--- config.mk ---
export PLATFORM = sky130hd
export DESIGN_NAME = rx_fifo_param
export DESIGN_NICKNAME = d
export VERILOG_FILES = /design/src/rtl/ssp_pkg.sv /design/src/rtl/fifo_ptr_ctrl.sv /design/src/rtl/rx_fifo_param.sv
export SDC_FILE = /design/constraint.sdc
export NUM_CORES = 1
export LEC_CHECK = 0
export ABC_AREA = 1
export CAP_MARGIN = 40
export CORE_MARGIN = 3
export CORE_UTILIZATION = 52
export DETAILED_ROUTE_END_ITERATION = 10
export GPL_TIMING_DRIVEN = 1
export PLACE_DENSITY = 0.78
export SYNTH_ARGS = -nofsm -noshare
export SYNTH_HDL_FRONTEND = slang
export SYNTH_HIERARCHICAL = 1
export SYNTH_SLANG_ARGS = --single-unit
--- constraint.sdc ---
create_clock -name PCLK -period 2.1 [get_ports PCLK]
set_clock_uncertainty 0.15 [all_clocks]
set_input_delay 0.63 -clock PCLK [delete_from_list [all_inputs] [get_ports PCLK]]
set_output_delay 0.63 -clock PCLK [all_outputs]
set_load 0.03 [all_outputs]
--- src/rtl/ssp_pkg.sv ---
// Shared SSP definitions: default FIFO geometry and the interrupt-threshold clamp
// used by both the receive and transmit FIFOs.
package ssp_pkg;

    localparam int unsigned SSP_DATA_WIDTH = 8;
    localparam int unsigned SSP_RX_DEPTH   = 4;

    // Out-of-range thresholds are folded into 1..depth so the level compare stays meaningful.
    function automatic int unsigned clamp_threshold(input int unsigned thr, input int unsigned depth);
        if (thr == 32'd0) begin
            return 32'd1;
        end
        if (thr > depth) begin
            return depth;
        end
        return thr;
    endfunction

endpackage

--- src/rtl/fifo_ptr_ctrl.sv ---
// Read/write pointers and occupancy counter for a power-of-two circular FIFO.
// Full and empty come from the level counter, so the pointers may be equal in both cases.
module fifo_ptr_ctrl #(
    parameter int unsigned DEPTH = 4,
    parameter int unsigned AW    = $clog2(DEPTH)
) (
    input  logic          clk,
    input  logic          rst_n,
    input  logic          push_req,
    input  logic          pop_req,
    output logic [AW-1:0] wr_ptr,
    output logic [AW-1:0] rd_ptr,
    output logic [AW:0]   level,
    output logic          empty,
    output logic          full,
    output logic          wr_en,
    output logic          overrun
);

    localparam logic [AW:0] LEVEL_MAX = (AW + 1)'(DEPTH);

    logic do_pop;

    assign empty   = (level == '0);
    assign full    = (level == LEVEL_MAX);
    assign do_pop  = pop_req & ~empty;
    // A simultaneous pop frees a slot, so a push into a full FIFO still lands.
    assign wr_en   = push_req & (~full | do_pop);
    assign overrun = push_req & full & ~do_pop;

    // NOTE: sequential state uses non-blocking assignments so every register samples pre-edge values.
    always_ff @(posedge clk or negedge rst_n) begin
        if (!rst_n) begin
            wr_ptr <= '0;
            rd_ptr <= '0;
            level  <= '0;
        end else begin
            if (wr_en) begin
                wr_ptr <= wr_ptr + AW'(1);
            end
            if (do_pop) begin
                rd_ptr <= rd_ptr + AW'(1);
            end
            if (wr_en && !do_pop) begin
                level <= level + (AW + 1)'(1);
            end else if (do_pop && !wr_en) begin
                level <= level - (AW + 1)'(1);
            end
        end
    end

endmodule

--- src/rtl/rx_fifo_param.sv ---
// SSP receive FIFO: buffers words from the receive shifter and presents the head
// word show-ahead on the APB read path, with level/overrun interrupts and status.
module rx_fifo_param
    import ssp_pkg::*;
#(
    parameter int unsigned DATA_WIDTH = SSP_DATA_WIDTH,
    parameter int unsigned DEPTH      = SSP_RX_DEPTH,
    parameter int unsigned AW         = $clog2(DEPTH)
) (
    input  logic                  PCLK,
    input  logic                  CLEAR_B,
    input  logic                  PSEL,
    input  logic                  PWRITE,
    input  logic [DATA_WIDTH-1:0] RxData,
    input  logic                  NextWord,
    input  logic [AW:0]           RxThreshold,
    input  logic                  OverrunClr,
    output logic [DATA_WIDTH-1:0] PRDATA,
    output logic                  SSPRXINTR,
    output logic                  SSPRORINTR,
    output logic [AW:0]           RxLevel,
    output logic                  RxEmpty,
    output logic                  RxFull
);

    logic [DATA_WIDTH-1:0] mem [DEPTH];
    logic [AW-1:0]         wr_ptr;
    logic [AW-1:0]         rd_ptr;
    logic                  wr_en;
    logic                  overrun;
    logic [AW:0]           thr_eff;

    fifo_ptr_ctrl #(
        .DEPTH (DEPTH),
        .AW    (AW)
    ) u_ptr_ctrl (
        .clk      (PCLK),
        .rst_n    (CLEAR_B),
        .push_req (NextWord),
        .pop_req  (PSEL & ~PWRITE),
        .wr_ptr   (wr_ptr),
        .rd_ptr   (rd_ptr),
        .level    (RxLevel),
        .empty    (RxEmpty),
        .full     (RxFull),
        .wr_en    (wr_en),
        .overrun  (overrun)
    );

    // NOTE: storage is deliberately not reset; empty gating on PRDATA hides stale contents.
    always_ff @(posedge PCLK) begin
        if (wr_en) begin
            mem[wr_ptr] <= RxData;
        end
    end

    // Overrun has priority over the clear so a coincident overrun is never lost.
    always_ff @(posedge PCLK or negedge CLEAR_B) begin
        if (!CLEAR_B) begin
            SSPRORINTR <= 1'b0;
        end else if (overrun) begin
            SSPRORINTR <= 1'b1;
        end else if (OverrunClr) begin
            SSPRORINTR <= 1'b0;
        end
    end

    assign PRDATA    = RxEmpty ? '0 : mem[rd_ptr];
    assign thr_eff   = (AW + 1)'(clamp_threshold(32'(RxThreshold), DEPTH));
    assign SSPRXINTR = (RxLevel >= thr_eff);

endmodule

* After elaboration in Yosys (flattened, before gate mapping)
Memory sizes are Yosys's and may differ from the RTL's. Cells that the tools add are included.
Operators by class: muxes and demuxes 14, bitwise operators 10, equality and inequality tests 1, $lt $le $gt $ge 2, reductions and logical operators 8, add/subtract/negate cells 4
Operator list (number):
- 2-to-1 mux 3 bit | 5
- 2-to-1 mux 1 bit | 8
- 2-to-1 mux 8 bit | 1
- logical NOT 3 bit | 2
- AND 1 bit | 5
- adder 2 x 1 -> 2 bit, second input constant | 2
- NOT 1 bit | 4
- nonzero test 2 bit | 2
- adder 3 x 1 -> 3 bit, second input constant | 1
- equality test 3 bit, second input constant | 1
- greater-or-equal comparator 3 bit | 1
- > comparator 3 bit, second input constant | 1
- subtractor 3 x 1 -> 3 bit, second input constant | 1
- logical AND 1 bit | 2
- logical NOT 1 bit | 2
- OR 1 bit | 1
Storage, ports and cells: output and inout bits 15, word-level logic and storage cells 44, memories 1, memory bits (writable) 32, register bits after elaboration 8
Memories:
- mem | depth 4, width 8, rd ports 1, clocked after memory_dff 0, write ports 1, line rx_fifo_param.sv:26 | logic [DATA_WIDTH-1:0] mem [DEPTH];

* Logic depth before layout (Yosys ltp)
Gate-level depths: netlist of run 1.
depth after elaboration 9, gate-level depth with buffers 14

* By module
Netlist of run 1, hierarchy kept.
By module, submodules not included:
- rx_fifo_param | area an instance 1535.2 sq um, cells an instance 151, times used 1, seq. area each 985.9 sq um
- fifo_ptr_ctrl | area an instance 420.4 sq um, cells an instance 56, times used 1, seq. area each 175.2 sq um

* Least setup slack after synthesis of run 1
OpenSTA, ideal clock, no wires.
kind register -> output, start reg u_ptr_ctrl.level[0], end out PRDATA[0], cell stages (with the launch flop) 6, setup slack -337 ps, required time 1320 ps, path buffers 1, data arrival time 1657 ps, path through dfrtp_1 -> nor2_4 -> nand2_2 -> inv_1 -> buf_1 -> a21oi_1
Between the ends: word-level cells in the longest chain between the ends 2
RTL lines:
- start, declared | line fifo_ptr_ctrl.sv:13 | output logic [AW:0] level,
- start signal, assigned | line fifo_ptr_ctrl.sv:45 | level <= level + (AW + 1)'(1);
- start signal, assigned | line fifo_ptr_ctrl.sv:47 | level <= level - (AW + 1)'(1);
- logical NOT 3 bit | line fifo_ptr_ctrl.sv:24 | assign empty = (level == '0);
- named net RxEmpty | line rx_fifo_param.sv:22 | output logic RxEmpty,
- 2-to-1 mux 8 bit | line rx_fifo_param.sv:68 | assign PRDATA = RxEmpty ? '0 : mem[rd_ptr];
- end, declared | line rx_fifo_param.sv:18 | output logic [DATA_WIDTH-1:0] PRDATA,
The timed path passes the listed nets, and every way through them passes these cells.

* Final worst setup path of run 1
start reg u_ptr_ctrl.rd_ptr[0], end out PRDATA[1]
Between the ends: word-level cells in the longest chain between the ends 2
RTL lines:
- start, declared | line fifo_ptr_ctrl.sv:12 | output logic [AW-1:0] rd_ptr,
- start signal, assigned | line fifo_ptr_ctrl.sv:42 | rd_ptr <= rd_ptr + AW'(1);
- memory read (4 x 8 bit)
- 2-to-1 mux 8 bit | line rx_fifo_param.sv:68
No other way between the ends.

==> impl_metrics.csv, run 1 <==
group,metric,value,unit
timing,period_needed,2.29,ns
power,p_switching,2.02,mW
power,internal-power,2.50,mW
logic_synthesis,yosys_warnings,6,
timing,fin_crit_sh,109,%
hold_path,hold_path_class,"flip-flop to flip-flop",
place,place.detailed.hpwl,2.67,mm
power,sw_frac_of_total,44.6,%
clock_network,htree_num_levels,2,
logic_synthesis,avgSynthCellArea,9.45,um^2
floorplan,die_area,4530,um^2
clock_network,cts-root-buf,"clkbuf_8",
global_routing,grt_pass1_vias,1474,
logic_synthesis,synth.ff_latch_count,40,
detailed_routing,vias_per_cell,5.00,
global_routing,antenna_found_initial,0,
setup_path,r2r_slack,0.10,ns
setup_path,start_kind,"flip-flop",
place,globalplace.congestion,0.763,
clock_network,cts_buffer_depth,2,
detailed_routing,detail_route.first_pass.iterations,4,
timing,max_freq,0.438,GHz
setup_path,required,1.32,ns
job,cap_violations,0,
power,p_leak,1.36,nW
floorplan,pin_count,32,
detailed_routing,drtIter0Drc,68,
timing,drv_slew,0,
final_layout,final_cells,315,
logic_synthesis,ys_seq_area_share,59.4,%
clock_network,cts_buffers,5,
clock_network,cts_sinks,40,
final_layout,drive_gt1_share,46.1,%
clock_network,cts_tree,"done",
outcome,status,"complete, but fails checks",
logic_synthesis,syn-cell-area,1960,um^2
power,ir_drop,0.000894,V
global_routing,grt_util_all_layers,20.8,%
final_layout,n_antenna_cell,0,
power,power.density,1510,nW/um^2
global_routing,gr-total-overflow,0,
floorplan,die_h,67.3,um
setup_path,critical_path.max_fanout,8,
clock_network,worstSkewPairLatency,0.29,ns
power,power.share.sequential,27.6,%
timing,setup_viol,9,
detailed_routing,num_vias,1574,
timing,rsz0062_at_grt,"true",
logic_synthesis,netlist_instances,207,
floorplan,placementRows,21,
final_layout,areaGrowthSynthToFinish,52.7,%
global_routing,grt_pass1_wl,6.71,mm
setup_path,critPathArrivalTime,1.51,ns
setup_path,critPathLaunch,"u_ptr_ctrl/rd_ptr[0]",
outcome,violations,"setup timing",
power,finalPower,4.52,mW
power,comb_power_share,60.2,%
final_layout,layout.area.seq,1170,um^2
timing,worst_slew_pin_slew,0.376,ns
timing,setup_ws,-0.185,ns
global_routing,grt_max_degree,17,
floorplan,start_util,56.4,%
place,dp.cells,296,
logic_synthesis,synth.distinct_cells,22,
setup_path,end_kind,"output pin",
detailed_routing,postRouteWirelength,5.00,mm
power,power_frac_clock,12.2,%
timing,slew_headroom,74.9,%
hold_path,min_from,"SSPRORINTR",
setup_path,timing.rr.start,"u_ptr_ctrl/level[1]",
timing,finalHoldViolations,0,
logic_synthesis,synth.net_count,229,
detailed_routing,drc,0,
final_layout,multi_input_area,892,um^2
final_layout,nets,290,
detailed_routing,wl_per_cell,15.9,um
clock_network,clkTransAtPathRegs,0.07,ns
place,numPortBuffers,31,
floorplan,coreArea,3470,um^2
setup_path,crit_type,"flip-flop to output pin",
detailed_routing,drt.antenna.violating_nets,0,
final_layout,fill_cells,192,
floorplan,dieWidth,67.3,um
final cells by class:
type	count	share of cell area, %
sequential	40	39.0
multi-input combinational	108	29.9
timing repair buffer	58	18.1
inverter	54	7.46
clock buffer	6	2.76
tap	46	1.93
clock inverter	2	0.503
timing repair inverter	1	0.293
cell usage after synthesis:
library cell / instances / area (um^2)
o211ai_1: 1 / 7.51
o21bai_1: 1 / 7.51
inv_2: 1 / 3.75
nand3_1: 22 / 110
nor2_1: 2 / 7.51
dfrtp_1: 8 / 200
fa_1: 1 / 20.0
edfxtp_1: 32 / 961
nand3_2: 1 / 10.0
xnor2_1: 1 / 8.76
inv_1: 52 / 195
nand4_1: 1 / 6.26
nor2_4: 1 / 11.3
nand2_1: 53 / 199
nand2_2: 5 / 31.3
buf_2: 1 / 5.00
inv_6: 1 / 8.76
a21oi_1: 10 / 50.1
ha_1: 4 / 50.1
nor3_1: 5 / 25.0
buf_6: 3 / 33.8
buf_1: 1 / 3.75
placed cells by master (no fill, tap or decap), types with 2 or more instances in the layout:
cell type / count
inv_1: 46
edfxtp_1: 32
nand2_1: 30
buf_4: 26
nand2_2: 22
nand3_2: 14
clkdlybuf4s50_1: 11
buf_6: 11
a21oi_4: 8
nand2_4: 6
inv_2: 6
nand3_1: 6
clkbuf_8: 6
dlygate4sd2_1: 6
nor3_1: 5
dfrtp_1: 4
ha_4: 4
dfrtp_2: 4
nand3_4: 3
a21oi_2: 2
nor2_4: 2
clkinvlp_4: 2
buf_12: 2
final timing paths:
path,depth (start not counted),endpoint
max reg2reg,10,u_ptr_ctrl/level[1]
min in group asynchronous,1,u_ptr_ctrl/rd_ptr[1]
min,2,SSPRORINTR
max,5,PRDATA[1]
min reg2reg,2,SSPRORINTR
max in group asynchronous,1,u_ptr_ctrl/level[1]
per-stage QoR:
| stage | utilization [%] | worst slack, ns | hold WS (ns) | setup TNS [ns] | cell area [um^2] |
|---|---|---|---|---|---|
| finish | 86.1 | -0.185 | 0.369 | -1.36 | 2990 |
| global route | 86.1 | -0.225 | 0.423 | -1.75 | 2990 |
| CTS | 83.0 | -0.281 | 0.374 | -0.914 | 2880 |
| detailed placement | 73.1 | -0.690 | 0.367 | -13.53 | 2530 |
| global placement | 73.1 | -0.650 | 0.355 | -13.02 | 2530 |
| floorplan | - | -0.200 | 0.184 | -6.14 | 2100 |
critical path, cell delays in order (launching register included):
cell,delay [ns]
dfrtp_2,0.54
buf_8,0.21
nand2_2,0.07
nand3_2,0.08
a21oi_4,0.17
buf_6,0.14
per-layer routing:
metal	vias up	track usage (%)	part of all wire [%]
li1	770	-	-
met1	760	24.4	40
met2	37	37.1	55
met3	7	5.32	3.5
met4	0	6.33	1.6
met5	-	0	0
sequential cells by signal (all words and copies together), names as in the netlist:
signal	count
mem	32
u_ptr_ctrl/level	3
u_ptr_ctrl/rd_ptr	2
u_ptr_ctrl/wr_ptr	2
SSPRORINTR	1
logic make-up after synthesis:
family	synth area share, %
buffers and inverters	12.8
adder cells (fa/ha/maj)	3.58
XOR/XNOR	0.448
flip-flops	59.4
AND/OR/NAND/NOR	20.5
AO/OA/AOI/OAI	3.33
power groups by stage:
| stage | logic (mW) | registers, mW | clock network [mW] |
|---|---|---|---|
| floorplan | 1.40 | 1.27 | 0 |
| global placement | 2.04 | 1.24 | 0 |
| detailed placement | 2.07 | 1.25 | 0 |
| CTS | 2.49 | 1.22 | 0.545 |
| global route | 2.90 | 1.27 | 0.594 |
| finish | 2.72 | 1.25 | 0.551 |
timing repair:
action	CTS	global route
endpoints found under the hold margin	0	0
hold buffers	0	0
endpoints found under the setup margin	39	10
gates cloned	0	1
gates resized for setup	62	29
pin swaps	33	19
setup buffers	10	1
(Power assumes the default switching activity.)
==> run 2: changes to the inputs <==
--- a/config.mk
+++ b/config.mk
@@ -8,10 +8,13 @@
 export ABC_AREA = 1
 export CAP_MARGIN = 40
 export CORE_MARGIN = 3
-export CORE_UTILIZATION = 52
+export CORE_UTILIZATION = 55
+export CTS_BUF_LIST = sky130_fd_sc_hd__clkbuf_8
 export DETAILED_ROUTE_END_ITERATION = 10
 export GPL_TIMING_DRIVEN = 1
-export PLACE_DENSITY = 0.78
+export HOLD_SLACK_MARGIN = 0.12
+export PLACE_DENSITY = 0.82
+export SKIP_CTS_REPAIR_TIMING = 1
 export SYNTH_ARGS = -nofsm -noshare
 export SYNTH_HDL_FRONTEND = slang
 export SYNTH_HIERARCHICAL = 1
==> run 2 against run 1 <==
Compared with the run above: the flow still finishes with violations (setup timing); count of clock-buffer cells in the layout decreased by 1; via count decreased by 1.3%; design area shrank 1.4%.
==> impl_metrics.csv, run 2 (same netlist as run 1, synthesis figures left out) <==
group,metric,value,unit
outcome,status,"complete, but fails checks",
outcome,violations,"setup timing",
timing,setup_ws,-0.276,ns
floorplan,start_util,57.7,%
final_layout,post-route-cell-area,2940,um^2
final_layout,layout_commonest_cell,"inv_1",
timing,period_needed,2.38,ns
detailed_routing,wl_per_cell,14.3,um
timing,finalHoldViolations,0,
final_layout,largest_reg_flops,32,
place,globalplace.congestion,0.751,
hold_path,hold_path_class,"flip-flop to flip-flop",
final_layout,areaGrowthSynthToFinish,50.5,%
detailed_routing,postRouteWirelength,4.46,mm
floorplan,dieWidth,65.6,um
final_layout,largestRegisters,"mem (32), u_ptr_ctrl/level (3)",
power,p_leak,1.41,nW
final_layout,layout_common_cells,"inv_1, nand2_1, edfxtp_1",
global_routing,grt_pass1_wl,6.15,mm
place,place.detailed.hpwl,2.80,mm
floorplan,pin_count,32,
final_layout,nets,287,
place,dp.cells,296,
final_layout,top_register,"mem",
timing,worst_slew_pin_slew,0.363,ns
floorplan,placementRows,21,
place,numPortBuffers,31,
timing,rsz0062_at_grt,"true",
timing,slew_headroom,75.7,%
clock_network,cts-root-buf,"clkbuf_8",
clock_network,clkTransAtPathRegs,0.07,ns
final_layout,fill_cells,167,
timing,fin_crit_sh,113,%
place,dp_slack,-0.710,ns
place,place_area,2520,um^2
floorplan,die_h,65.6,um
detailed_routing,drt.antenna.violating_nets,0,
timing,drv_slew,0,
power,finalPower,4.44,mW
floorplan,coreArea,3390,um^2
clock_network,cts_buffers,5,
global_routing,grt_pass1_vias,1410,
clock_network,cts_sinks,40,
global_routing,grt_util_all_layers,19.1,%
global_routing,antenna_found_initial,0,
floorplan,die_area,4310,um^2
power,ir_drop,0.00100,V
detailed_routing,num_vias,1554,
setup_path,critPathArrivalTime,1.60,ns
final_layout,n_antenna_cell,0,
global_routing,gr-total-overflow,0,
clock_network,worstSkewPairLatency,0.28,ns
final_layout,final_cells,312,
setup_path,end_kind,"output pin",
job,cap_violations,0,
power,power.density,1510,nW/um^2
clock_network,htree_num_levels,2,
global_routing,grt_max_degree,17,
detailed_routing,drc,0,
timing,setup_viol,9,
detailed_routing,vias_per_cell,4.98,
timing,fin_setup_tns,-1.09,ns
setup_path,start_kind,"primary input",
clock_network,cts_buffer_depth,2,
setup_path,required,1.32,ns
setup_path,crit_type,"primary input to output pin",
detailed_routing,drtIter0Drc,66,
detailed_routing,detail_route.first_pass.iterations,4,
clock_network,cts_tree,"done",
timing,max_freq,0.421,GHz
setup_path,critical_path.max_fanout,2,
final_layout,drive_gt1_share,40.6,%
run 2: changes by cell type in the layout (fill, tap and decap cells not counted), sizes merged:
cell and change:
dlymetal6s2s +8, dlygate4sd2 -6, buf -3, clkbuf -2, clkinvlp -2, bufinv +1
clkinv +1
run 2: layout make-up:
cell class | count | area (um^2) | area share (%)
timing repair buffer | 56 | 559 | 19.0
clock buffer | 5 | 68.8 | 2.34
inverter | 54 | 225 | 7.65
clock inverter | 3 | 38.8 | 1.32
sequential | 40 | 1170 | 39.6
tap | 46 | 57.6 | 1.95
multi-input combinational | 108 | 828 | 28.1
run 2: path summary, 6_finish.rpt:
kind / start / to / slack [ns] / cells past startpoint
max: RxThreshold[2] / SSPRXINTR / -0.28 / 8
min: SSPRORINTR / SSPRORINTR / 0.37 / 2
max reg2reg: u_ptr_ctrl/level[1] / u_ptr_ctrl/level[2] / 0.22 / 10
min reg2reg: SSPRORINTR / SSPRORINTR / 0.37 / 2
max in group asynchronous: CLEAR_B / u_ptr_ctrl/level[2] / 1.04 / 1
min in group asynchronous: CLEAR_B / SSPRORINTR / 0.47 / 1
run 2: per-stage QoR:
step           hold WS (ns)  utilization [%]
3_3_place_gp          0.357             74.4
2_1_floorplan         0.184                -
4_1_cts               0.378             77.6
6_report              0.370             86.9
5_1_grt               0.436             86.9
3_5_place_dp          0.367             74.4
run 2: report_power, final:
group          internal, mW  leakage (nW)  switching, mW
logic                  1.13         0.965           1.48
registers              1.07         0.388          0.168
clock network         0.347        0.0593          0.244
total                  2.55          1.41           1.89
run 2: critical path, cell delays in order:
cell and delay, ns:
buf_6 0.09, buf_6 0.12, inv_12 0.05, nand2_4 0.04, ha_4 0.27, nand2_2 0.04
o211ai_1 0.16, buf_4 0.19
run 2: layer usage:
| layer | track usage (%) | vias up | part of all wire (%) |
|---|---|---|---|
| met3 | 4.62 | 6 | 3.5 |
| met2 | 33.8 | 41 | 55 |
| met4 | 4.92 | 0 | 0.58 |
| li1 | - | 767 | - |
| met1 | 23.2 | 740 | 41 |
| met5 | 0 | - | 0 |
